[src/rtl/vliw_scoreboard_fwd.sv]
// VLIW issue scoreboard with per-register latency countdown and writeback-bus forward selection.
// Optional stall performance counter is built when SB_PERF_CNT_EN is defined.
module vliw_scoreboard_fwd #(
  parameter int LANES = 2,
  parameter int AW    = 3,
  parameter int LAT_W = 3,
  localparam int SELW = $clog2(LANES + 1)
) (
  input  logic                     clk,
  input  logic                     rst_n,
  input  logic                     issue_valid,
  input  logic                     flush,
  input  logic [LANES*2*AW-1:0]    src_addr,
  input  logic [LANES*AW-1:0]      dst_addr,
  input  logic [LANES-1:0]         dst_we,
  input  logic [LANES*LAT_W-1:0]   dst_lat,
  output logic                     stall,
  output logic [LANES*2*SELW-1:0]  fwd_sel,
  output logic                     waw_conflict,
  output logic [15:0]              stall_cycles
);

  localparam int NREG = 1 << AW;
  localparam int OWNW = (LANES > 1) ? $clog2(LANES) : 1;

  logic [LAT_W-1:0] cnt [NREG];
  logic [OWNW-1:0]  own [NREG];

  logic [AW-1:0]    src_a   [LANES*2];
  logic [AW-1:0]    dst_a   [LANES];
  logic [LAT_W-1:0] eff_lat [LANES];
  logic [LANES-1:0] lane_wr;
  logic             src_unres;
  logic             order_hazard;
  logic             accept;

  logic [NREG-1:0]  wr_hit;
  logic [LAT_W-1:0] wr_lat [NREG];
  logic [OWNW-1:0]  wr_own [NREG];

  // Decode the bundle fields; a zero latency still completes one cycle later.
  always_comb begin
    for (int i = 0; i < LANES*2; i++) begin
      src_a[i] = src_addr[i*AW +: AW];
    end
    for (int l = 0; l < LANES; l++) begin
      dst_a[l]   = dst_addr[l*AW +: AW];
      eff_lat[l] = (dst_lat[l*LAT_W +: LAT_W] == '0) ? LAT_W'(1) : dst_lat[l*LAT_W +: LAT_W];
      lane_wr[l] = dst_we[l] && (dst_a[l] != '0);
    end
  end

  // Sources look only at pre-bundle state, so same-bundle producers are invisible here.
  always_comb begin
    fwd_sel   = '0;
    src_unres = 1'b0;
    for (int i = 0; i < LANES*2; i++) begin
      if (src_a[i] != '0) begin
        if (cnt[src_a[i]] == LAT_W'(1)) begin
          fwd_sel[i*SELW +: SELW] = SELW'(own[src_a[i]]) + SELW'(1);
        end else if (cnt[src_a[i]] != '0) begin
          src_unres = 1'b1;
        end
      end
    end
  end

  // A younger write must not land before an older pending write to the same register.
  always_comb begin
    order_hazard = 1'b0;
    waw_conflict = 1'b0;
    for (int l = 0; l < LANES; l++) begin
      if (lane_wr[l] && (eff_lat[l] < cnt[dst_a[l]])) begin
        order_hazard = 1'b1;
      end
      for (int m = l + 1; m < LANES; m++) begin
        if (lane_wr[l] && lane_wr[m] && (dst_a[l] == dst_a[m])) begin
          waw_conflict = 1'b1;
        end
      end
    end
  end

  assign stall  = issue_valid && !flush && (src_unres || order_hazard);
  assign accept = issue_valid && !flush && !stall;

  // Ascending lane order lets the highest-numbered writer win a same-bundle WAW.
  always_comb begin
    for (int r = 0; r < NREG; r++) begin
      wr_hit[r] = 1'b0;
      wr_lat[r] = '0;
      wr_own[r] = '0;
      for (int l = 0; l < LANES; l++) begin
        if (lane_wr[l] && (int'(dst_a[l]) == r)) begin
          wr_hit[r] = 1'b1;
          wr_lat[r] = eff_lat[l];
          wr_own[r] = OWNW'(l);
        end
      end
    end
  end

  always_ff @(posedge clk) begin
    if (!rst_n) begin
      for (int r = 0; r < NREG; r++) begin
        cnt[r] <= '0;
        own[r] <= '0;
      end
    end else begin
      for (int r = 0; r < NREG; r++) begin
        if (accept && wr_hit[r]) begin
          cnt[r] <= wr_lat[r];
          own[r] <= wr_own[r];
        end else if (cnt[r] != '0) begin
          cnt[r] <= cnt[r] - LAT_W'(1);
        end
      end
    end
  end

`ifdef SB_PERF_CNT_EN
  logic [15:0] perf_q;

  always_ff @(posedge clk) begin
    if (!rst_n) begin
      perf_q <= '0;
    end else if (stall && (perf_q != 16'hFFFF)) begin
      perf_q <= perf_q + 16'd1;
    end
  end

  assign stall_cycles = perf_q;
`else
  assign stall_cycles = 16'h0000;
`endif

endmodule
[config.mk]
export PLATFORM = sky130hd
export DESIGN_NAME = vliw_scoreboard_fwd
export DESIGN_NICKNAME = d
export VERILOG_FILES = /design/src/rtl/vliw_scoreboard_fwd.sv
export SDC_FILE = /design/constraint.sdc
export NUM_CORES = 1
export LEC_CHECK = 0
export BUFFER_PORTS_ARGS = -buffer_cell sky130_fd_sc_hd__buf_2
export CAP_MARGIN = 20
export CELL_PAD_IN_SITES_DETAIL_PLACEMENT = 0
export CELL_PAD_IN_SITES_GLOBAL_PLACEMENT = 1
export CORE_MARGIN = 5
export CORE_UTILIZATION = 45
export DETAILED_ROUTE_END_ITERATION = 6
export PLACE_DENSITY = 0.81
export SYNTH_ARGS = -nofsm -noshare
export SYNTH_HDL_FRONTEND = slang
export SYNTH_SLANG_ARGS = --single-unit
[constraint.sdc]
create_clock -name clk -period 4.5 [get_ports clk]
set_clock_uncertainty 0.2 [all_clocks]
set_input_delay 0.225 -clock clk [delete_from_list [all_inputs] [get_ports clk]]
set_output_delay 0.225 -clock clk [all_outputs]
set_load 0.01 [all_outputs]
==> results.tsv, run 1 <==
stage	metric	value	unit
sta	timing.setup.tns	0	ns
setup_path	regToRegSetupSlack	0.82	ns
routing	routed-via-count	3609	
clock_network	tritoncts	yes	
setup_path	critical-path-slowest-cell	sky130_fd_sc_hd__or3_1	
power	total_leakage_power	1.66	nW
synthesis	synth_top_family_by_area	simple AND/OR/NAND/NOR gates	
sta	timing.final.hold_violations	0	
synthesis	synth.most_common_cell	sky130_fd_sc_hd__nor2_1	
sta	max_slew.worst_pin.slew	0.722	ns
floorplan	dieArea	11000	um2
synthesis	seq_area_frac_synth	22.5	%
finish	antenna_cells_inserted	0	
floorplan	ioPinCount	56	
floorplan	initial_utilization	46.3	%
clock_network	cts_root_buffer_type	sky130_fd_sc_hd__clkbuf_8	
grt	grt_util_all_layers	21.2	%
clock_network	post-cts-setup-buffers	0	
synthesis	post_synth_xor_area_fraction	0.433	%
routing	final_antenna_net_count	0	
power	finalPower	0.00203	W
finish	num-fill-cells	841	
synthesis	synth_top_area_share	20.1	%
finish	design.final.nets	515	
synthesis	yosys-mux-area-fraction	19.8	%
placed_design	numPortBuffers	39	
clock_network	ctsLongestPathBuffers	2	
routing	drtPass1Iterations	7	
grt	most_used_layer_global_route	met2	
sta	final-setup-viol-count	0	
finish	postLayoutCellArea	4260	um2
sta	holdWs	0.239	ns
power	ir_worst_vdd	0.221	mV
floorplan	core_box_area	8720	um2
grt	wire_length_of_the_first_global_routing_pass	18900	um
synthesis	synth_top_cell_by_area	sky130_fd_sc_hd__edfxtp_1	
finish	drive_gt1_share	22.5	%
clock_network	numCtsBuffers	5	
clock_network	worst_setup_hold_path_clk_slew	0.08	ns
clock_network	ctsHtreeMaxLevel	2	
setup_path	crit_path_start_kind	register	
routing	drt_first_iter_violations	333	
synthesis	async_reset_ff_share	0	%
clock_network	clkLatencyLatePin	0.29	ns
setup_path	worst_path_dominant_cell_family	simple AND/OR/NAND/NOR gates	
routing	detail_route.vias_per_cell	6.29	
grt	grt_overflow_total	0	
routing	detail_route.drc_violations	0	
clock_network	cts_hold_buffers	0	
clock_network	cts-resized-gates	0	
synthesis	ys_top_cells_by_count	sky130_fd_sc_hd__nor2_1, sky130_fd_sc_hd__edfxtp_1, sky130_fd_sc_hd__inv_1, sky130_fd_sc_hd__mux4_2, sky130_fd_sc_hd__clkbuf_1	
flow_run	max_cap_viol_count	0	
synthesis	synth_cells	454	
floorplan	die-width	105	um
setup_path	cp_num_buf_inv	0	
sta	maxClockFrequency	272	MHz
setup_path	path_cells	mux4_2, mux2i_1, ha_1, and2_1, a311o_1, a221o_2, nand3_4, or3_1, o22ai_1	
setup_path	cp.arrival	3.49	ns
grt	met2_usage	33.8	%
synthesis	ys.flop_type	sky130_fd_sc_hd__edfxtp_1	
finish	area_added_between_synthesis_and_finish	5.36	%
sta	relSlewSlack	51.8	%
synthesis	synth_cell_type_count	62	
floorplan	die-height	105	um
synthesis	netlist_area	4040	um2
routing	routed_wl	11900	um
sta	report.final.slew_viol_count	0	
routing	routedWlPerCell	20.7	um
placed_design	dpl-instance-area	4150	um2
power	power-per-cell-area	477	nW/um2
synthesis	flop_and_latch_count_out_of_synthesis	32	
synthesis	synthAdderAreaFrac	6.19	%
placed_design	detailedPlacementHpwl	9170	um
grt	grt_start_max_net_pins	38	
synthesis	yosys-top-cells-area	sky130_fd_sc_hd__edfxtp_1, sky130_fd_sc_hd__mux4_2, sky130_fd_sc_hd__ha_1	
grt	met1_usage	29.7	%
synthesis	synth_compound_gate_area_share	18.2	%
setup_path	worst_path_required	4.31	ns
setup_path	worstPathMaxFanout	19	
status	run_status	finished, final reports clean	
setup_path	endpoint_kind	register	
grt	number_of_antenna_violations_at_the_first_check_in_global_routing	0	
setup_path	worstSetupPathType	register to register	
placed_design	gpl.final_weighted_congestion	0.983	
setup_path	critical_path.max_stage_delay	0.61	ns
floorplan	std_cell_rows	34	
synthesis	synthesis.area_per_instance	8.90	um2
sta	period_share	81.8	%
grt	first_global_vias	3440	
sta	finalCriticalPeriod	3.68	ns
synthesis	synth-edff-count	27	
worst_hold_path	hold_path.class	input pin to register	
grt	grt_util_met3	3.88	%
sta	grt_setup_unrepaired	no	
synthesis	post_synth_and_or_nand_nor_area_fraction	22.8	%
synthesis	yosysWarnings	0	
clock_network	clock_sinks	32	
sequential cells by signal (all words and copies together), names as in the netlist:
register  cells
own           8
cnt          24
worst paths after layout:
check / from / to / depth (start not counted)
setup / recovery: cnt[3][2] / cnt[5][1] / 9
hold / removal: flush / own[5] / 3
setup reg to reg: cnt[3][2] / cnt[5][1] / 9
hold reg to reg: own[2] / own[2] / 2
layout by cell type, fill, tap and decap left out, types with 3 or more instances in the layout:
cell                       Yosys  final
sky130_fd_sc_hd__dfxtp_1       5      5
sky130_fd_sc_hd__o221a_1       3      3
sky130_fd_sc_hd__a311oi_1      3      3
sky130_fd_sc_hd__edfxtp_1     27     27
sky130_fd_sc_hd__mux2_2        6      6
sky130_fd_sc_hd__buf_4        18      3
sky130_fd_sc_hd__o211ai_1      3      3
sky130_fd_sc_hd__a31oi_1      12     12
sky130_fd_sc_hd__and2_1        7      7
sky130_fd_sc_hd__o22ai_1       5      5
sky130_fd_sc_hd__ha_1         20     20
sky130_fd_sc_hd__mux2i_1      17     17
sky130_fd_sc_hd__a22o_1        4      4
sky130_fd_sc_hd__nor3_1       13     13
sky130_fd_sc_hd__nand3_1      18     18
sky130_fd_sc_hd__mux4_2       25     25
sky130_fd_sc_hd__nor2_1       52     52
sky130_fd_sc_hd__buf_2         9     39
sky130_fd_sc_hd__a21oi_1      20     20
sky130_fd_sc_hd__o221a_2      10     10
sky130_fd_sc_hd__nand3b_1      6      6
sky130_fd_sc_hd__or2_2         4      4
sky130_fd_sc_hd__and3_1        5      5
sky130_fd_sc_hd__nand2_1      20     20
sky130_fd_sc_hd__or3_1         5      5
sky130_fd_sc_hd__inv_1        27     27
sky130_fd_sc_hd__nor4_1        6      6
sky130_fd_sc_hd__clkbuf_8      0      5
sky130_fd_sc_hd__o21ai_0      11     11
sky130_fd_sc_hd__nand2b_1      6      6
sky130_fd_sc_hd__nor2b_1      20     20
sky130_fd_sc_hd__conb_1        1     16
sky130_fd_sc_hd__a221oi_1      5      5
metrics by stage:
| stage | cells | setup slack [ns] | util, % |
|---|---|---|---|
| after global routing | 574 | 0.678 | 48.8 |
| after CTS | 574 | 0.855 | 48.8 |
| after global placement | 566 | 0.874 | 47.6 |
| final | 574 | 0.821 | 48.8 |
| after detailed placement | 566 | 0.785 | 47.6 |
| after floorplan | 469 | 1.06 | - |
report_power, final:
group          total (W)  switching [W]  internal, W
combinational    0.00108       0.000561     0.000519
clock           0.000282       0.000118     0.000164
sequential      0.000668       0.000198     0.000470
cells by family after synthesis:
logic type	Yosys count
XOR/XNOR	2
AO/OA/AOI/OAI	97
flip-flops	32
other	1
AND/OR/NAND/NOR	174
multiplexers	48
adder cells (fa/ha/maj)	20
buffers and inverters	80
final cells by class:
class | instances | area [um2] | share of cell area [%]
clock buffers | 6 | 72.6 | 1.70
clock inverters | 2 | 35.0 | 0.823
inverters | 27 | 101 | 2.38
multi-input cells | 357 | 2790 | 65.4
flip-flops and latches | 32 | 911 | 21.4
well taps | 108 | 135 | 3.17
repair buffers | 42 | 218 | 5.11
per-layer routing:
metal,share of wire [%],vias to the layer above
met1,42,1702
met3,9.0,18
met4,1.7,0
li1,-,1706
met2,48,183
met5,0,-
worst register-to-register path: cells and delay by family, from the launching register on:
kind	cells	cell delay, ns
AOI/OAI and AO/OA	3	0.79
adders and majority gates	1	0.27
muxes	2	0.69
and+or+nand+nor	3	0.93
DFF	1	0.52
Note: power is estimated with default switching activity, not from simulation.
==> run 2, diff against run 1 <==
--- a/config.mk
+++ b/config.mk
@@ -10,9 +10,9 @@
 export CELL_PAD_IN_SITES_DETAIL_PLACEMENT = 0
 export CELL_PAD_IN_SITES_GLOBAL_PLACEMENT = 1
 export CORE_MARGIN = 5
-export CORE_UTILIZATION = 45
+export CORE_UTILIZATION = 41
 export DETAILED_ROUTE_END_ITERATION = 6
-export PLACE_DENSITY = 0.81
+export PLACE_DENSITY = 0.78
 export SYNTH_ARGS = -nofsm -noshare
 export SYNTH_HDL_FRONTEND = slang
 export SYNTH_SLANG_ARGS = --single-unit
==> constraint.sdc (replaced) <==
create_clock -name clk -period 3.3 [get_ports clk]
set_clock_uncertainty 0.2 [all_clocks]
set_input_delay 0.165 -clock clk [delete_from_list [all_inputs] [get_ports clk]]
set_output_delay 0.165 -clock clk [all_outputs]
set_load 0.01 [all_outputs]
==> results.tsv, run 2 (same netlist as run 1, synthesis figures left out) <==
stage	metric	value	unit	change
finish	area_added_between_synthesis_and_finish	18.2	%	was 5.36%
status	failed_checks	negative setup slack		
sta	timing.final.hold_violations	0		unchanged
finish	num-fill-cells	937		was 841
setup_path	crit_path_start_kind	register		unchanged
setup_path	worst_path_required	2.93	ns	was 4.31 ns
clock_network	cts_hold_buffers	0		unchanged
floorplan	ioPinCount	56		unchanged
placed_design	detailedPlacementHpwl	10400	um	was 9170 um
finish	layout_common_cells	sky130_fd_sc_hd__nor2_1, sky130_fd_sc_hd__buf_4, sky130_fd_sc_hd__buf_2, sky130_fd_sc_hd__inv_1, sky130_fd_sc_hd__edfxtp_1		was sky130_fd_sc_hd__nor2_1, sky130_fd_sc_hd__buf_2, sky130_fd_sc_hd__inv_1, sky130_fd_sc_hd__edfxtp_1, sky130_fd_sc_hd__mux4_2
routing	drt_first_iter_violations	387		was 333
routing	routedWlPerCell	20.7	um	about the same
setup_path	cp.arrival	3.03	ns	was 3.49 ns
clock_network	ctsLongestPathBuffers	2		unchanged
setup_path	critical_path.max_stage_delay	0.50	ns	was 0.61 ns
grt	wire_length_of_the_first_global_routing_pass	20400	um	was 18900 um
clock_network	worst_setup_hold_path_clk_slew	0.08	ns	about the same
sta	period_share	103	%	
clock_network	clock_sinks	32		unchanged
setup_path	cp_num_buf_inv	3		was 0
routing	routed-via-count	3890		was 3609
sta	report.final.slew_viol_count	0		unchanged
finish	layout_commonest_cell	sky130_fd_sc_hd__nor2_1		unchanged
grt	grt_util_all_layers	22.6	%	was 21.2%
finish	drive_gt1_share	32.6	%	was 22.5%
routing	drtPass1Iterations	5		was 7
floorplan	die-height	109	um	was 105 um
routing	routed_wl	13300	um	was 11900 um
sta	maxClockFrequency	294	MHz	
floorplan	die-width	109	um	was 105 um
sta	final-setup-viol-count	29		was 0
floorplan	core_box_area	9680	um2	was 8720 um2
finish	finish.utilization	49.3	%	was 48.8%
floorplan	std_cell_rows	36		was 34
power	power-per-cell-area	680	nW/um2	was 477 nW/um2
finish	reg_top3	cnt: 24 flops, own: 8 flops		unchanged
finish	largest_register_ffs	24		unchanged
grt	grt_start_max_net_pins	37		was 38
sta	grt_setup_unrepaired	yes		was no
finish	antenna_cells_inserted	0		unchanged
worst_hold_path	hold_path.class	input pin to register		unchanged
status	run_status	finished with violations		was finished, final reports clean
routing	detail_route.vias_per_cell	6.03		was 6.29
grt	number_of_antenna_violations_at_the_first_check_in_global_routing	0		unchanged
floorplan	initial_utilization	41.7	%	was 46.3%
setup_path	worstPathMaxFanout	3		was 19
clock_network	cts_root_buffer_type	sky130_fd_sc_hd__clkbuf_8		unchanged
finish	design.final.nets	561		was 515
finish	register_bank_with_the_most_flops	cnt		unchanged
placed_design	gpl.final_weighted_congestion	0.918		was 0.983
sta	timing.setup.tns	-1.27	ns	was 0 ns
setup_path	critical-path-slowest-cell	sky130_fd_sc_hd__mux4_2		was sky130_fd_sc_hd__or3_1
clock_network	clkLatencyLatePin	0.29	ns	about the same
power	total_leakage_power	1.92	nW	was 1.66 nW
routing	detail_route.drc_violations	0		unchanged
setup_path	cpMostUsedCell	sky130_fd_sc_hd__nor2_2		
grt	first_global_vias	3744		was 3440
sta	max_slew.worst_pin.slew	0.709	ns	was 0.722 ns
sta	postLayoutSetupSlackWorst	-0.0967	ns	was 0.821 ns
sta	finalCriticalPeriod	3.40	ns	
sta	relSlewSlack	52.7	%	was 51.8%
flow_run	max_cap_viol_count	0		unchanged
setup_path	worst_path_dominant_cell_family	multiplexers		was simple AND/OR/NAND/NOR gates
setup_path	path_cells	mux4_2, mux2i_1, ha_1, and2_4, a311o_1, a221o_2, nand3_4, buf_12, buf_6, nor2_2, nor2_2, buf_2		was mux4_2, mux2i_1, ha_1, and2_1, a311o_1, a221o_2, nand3_4, or3_1, o22ai_1
placed_design	numPortBuffers	39		unchanged
setup_path	endpoint_kind	primary output		was register
clock_network	numCtsBuffers	5		unchanged
setup_path	worstSetupPathType	register to primary output		was register to register
clock_network	ctsHtreeMaxLevel	2		unchanged
clock_network	tritoncts	yes		unchanged
floorplan	dieArea	11900	um2	was 11000 um2
routing	final_antenna_net_count	0		unchanged
power	ir_worst_vdd	0.265	mV	was 0.221 mV
grt	grt_overflow_total	0		unchanged
-- run 2: changes by cell type in the layout (fill, tap and decap cells not counted), sizes merged --
| cell | before | now |
|---|---|---|
| buf | 42 | 88 |
-- run 2: final cells by class --
class | count | area, um2 | share of cell area (%)
multi-input cells | 357 | 2890 | 60.5
inverters | 27 | 101 | 2.12
clock buffers | 6 | 82.6 | 1.73
repair buffers | 88 | 591 | 12.4
flip-flops and latches | 32 | 911 | 19.1
well taps | 133 | 166 | 3.48
clock inverters | 2 | 33.8 | 0.707
-- run 2: timing repair --
item | 4_1_cts | 5_1_grt
endpoints found under the setup margin | 10 | 45
pin swaps | 4 | 4
setup buffers | 10 | 2
gates resized for setup | 6 | 17
-- run 2: final timing paths --
path | from | to | slack [ns] | cells past startpoint
setup / recovery | cnt[3][1] | stall | -0.1 | 12
hold / removal | flush | own[5] | 0.18 | 3
setup reg to reg | cnt[3][2] | cnt[4][1] | -0.07 | 12
hold reg to reg | own[0] | own[0] | 0.35 | 1
-- run 2: metrics by stage --
step                      cells  setup WS, ns  instance area (um2)  power (W)  hold slack [ns]
after floorplan             469        0.0934                 4100    0.00195            0.233
after global placement      627      -0.00245                 4460    0.00254            0.340
after detailed placement    627       -0.0402                 4460    0.00260            0.344
after CTS                   645        -0.110                 4670    0.00312            0.176
after global routing        645        -0.213                 4780    0.00347            0.191
final                       645       -0.0967                 4780    0.00325            0.182
-- run 2: power breakdown --
group,leakage [nW],switching [W],internal (W)
sequential,0.338,0.000164,0.000638
clock,0.0588,0.000158,0.000243
combinational,1.52,0.00104,0.00100
-- run 2: per-layer routing --
| metal | global-route usage, % | routed length, um | share of wire [%] | up-vias |
|---|---|---|---|---|
| met1 | 30.7 | 5660 | 42 | 1853 |
| met2 | 34.7 | 6040 | 45 | 209 |
| li1 | - | - | - | 1796 |
| met5 | 0 | 0 | 0 | - |
| met3 | 6.04 | 1300 | 9.7 | 32 |
| met4 | 7.66 | 353 | 2.6 | 0 |
-- run 2: worst register-to-register path: cells and delay by family, from the launching register on --
| kind | cells | cell delay, ns |
|---|---|---|
| flip-flops | 1 | 0.43 |
| AO/OA/AOI/OAI | 1 | 0.28 |
| multiplexers | 2 | 0.70 |
| adder cells (fa/ha/maj) | 1 | 0.18 |
| buffers and inverters | 3 | 0.50 |
| AND/OR/NAND/NOR | 5 | 0.81 |
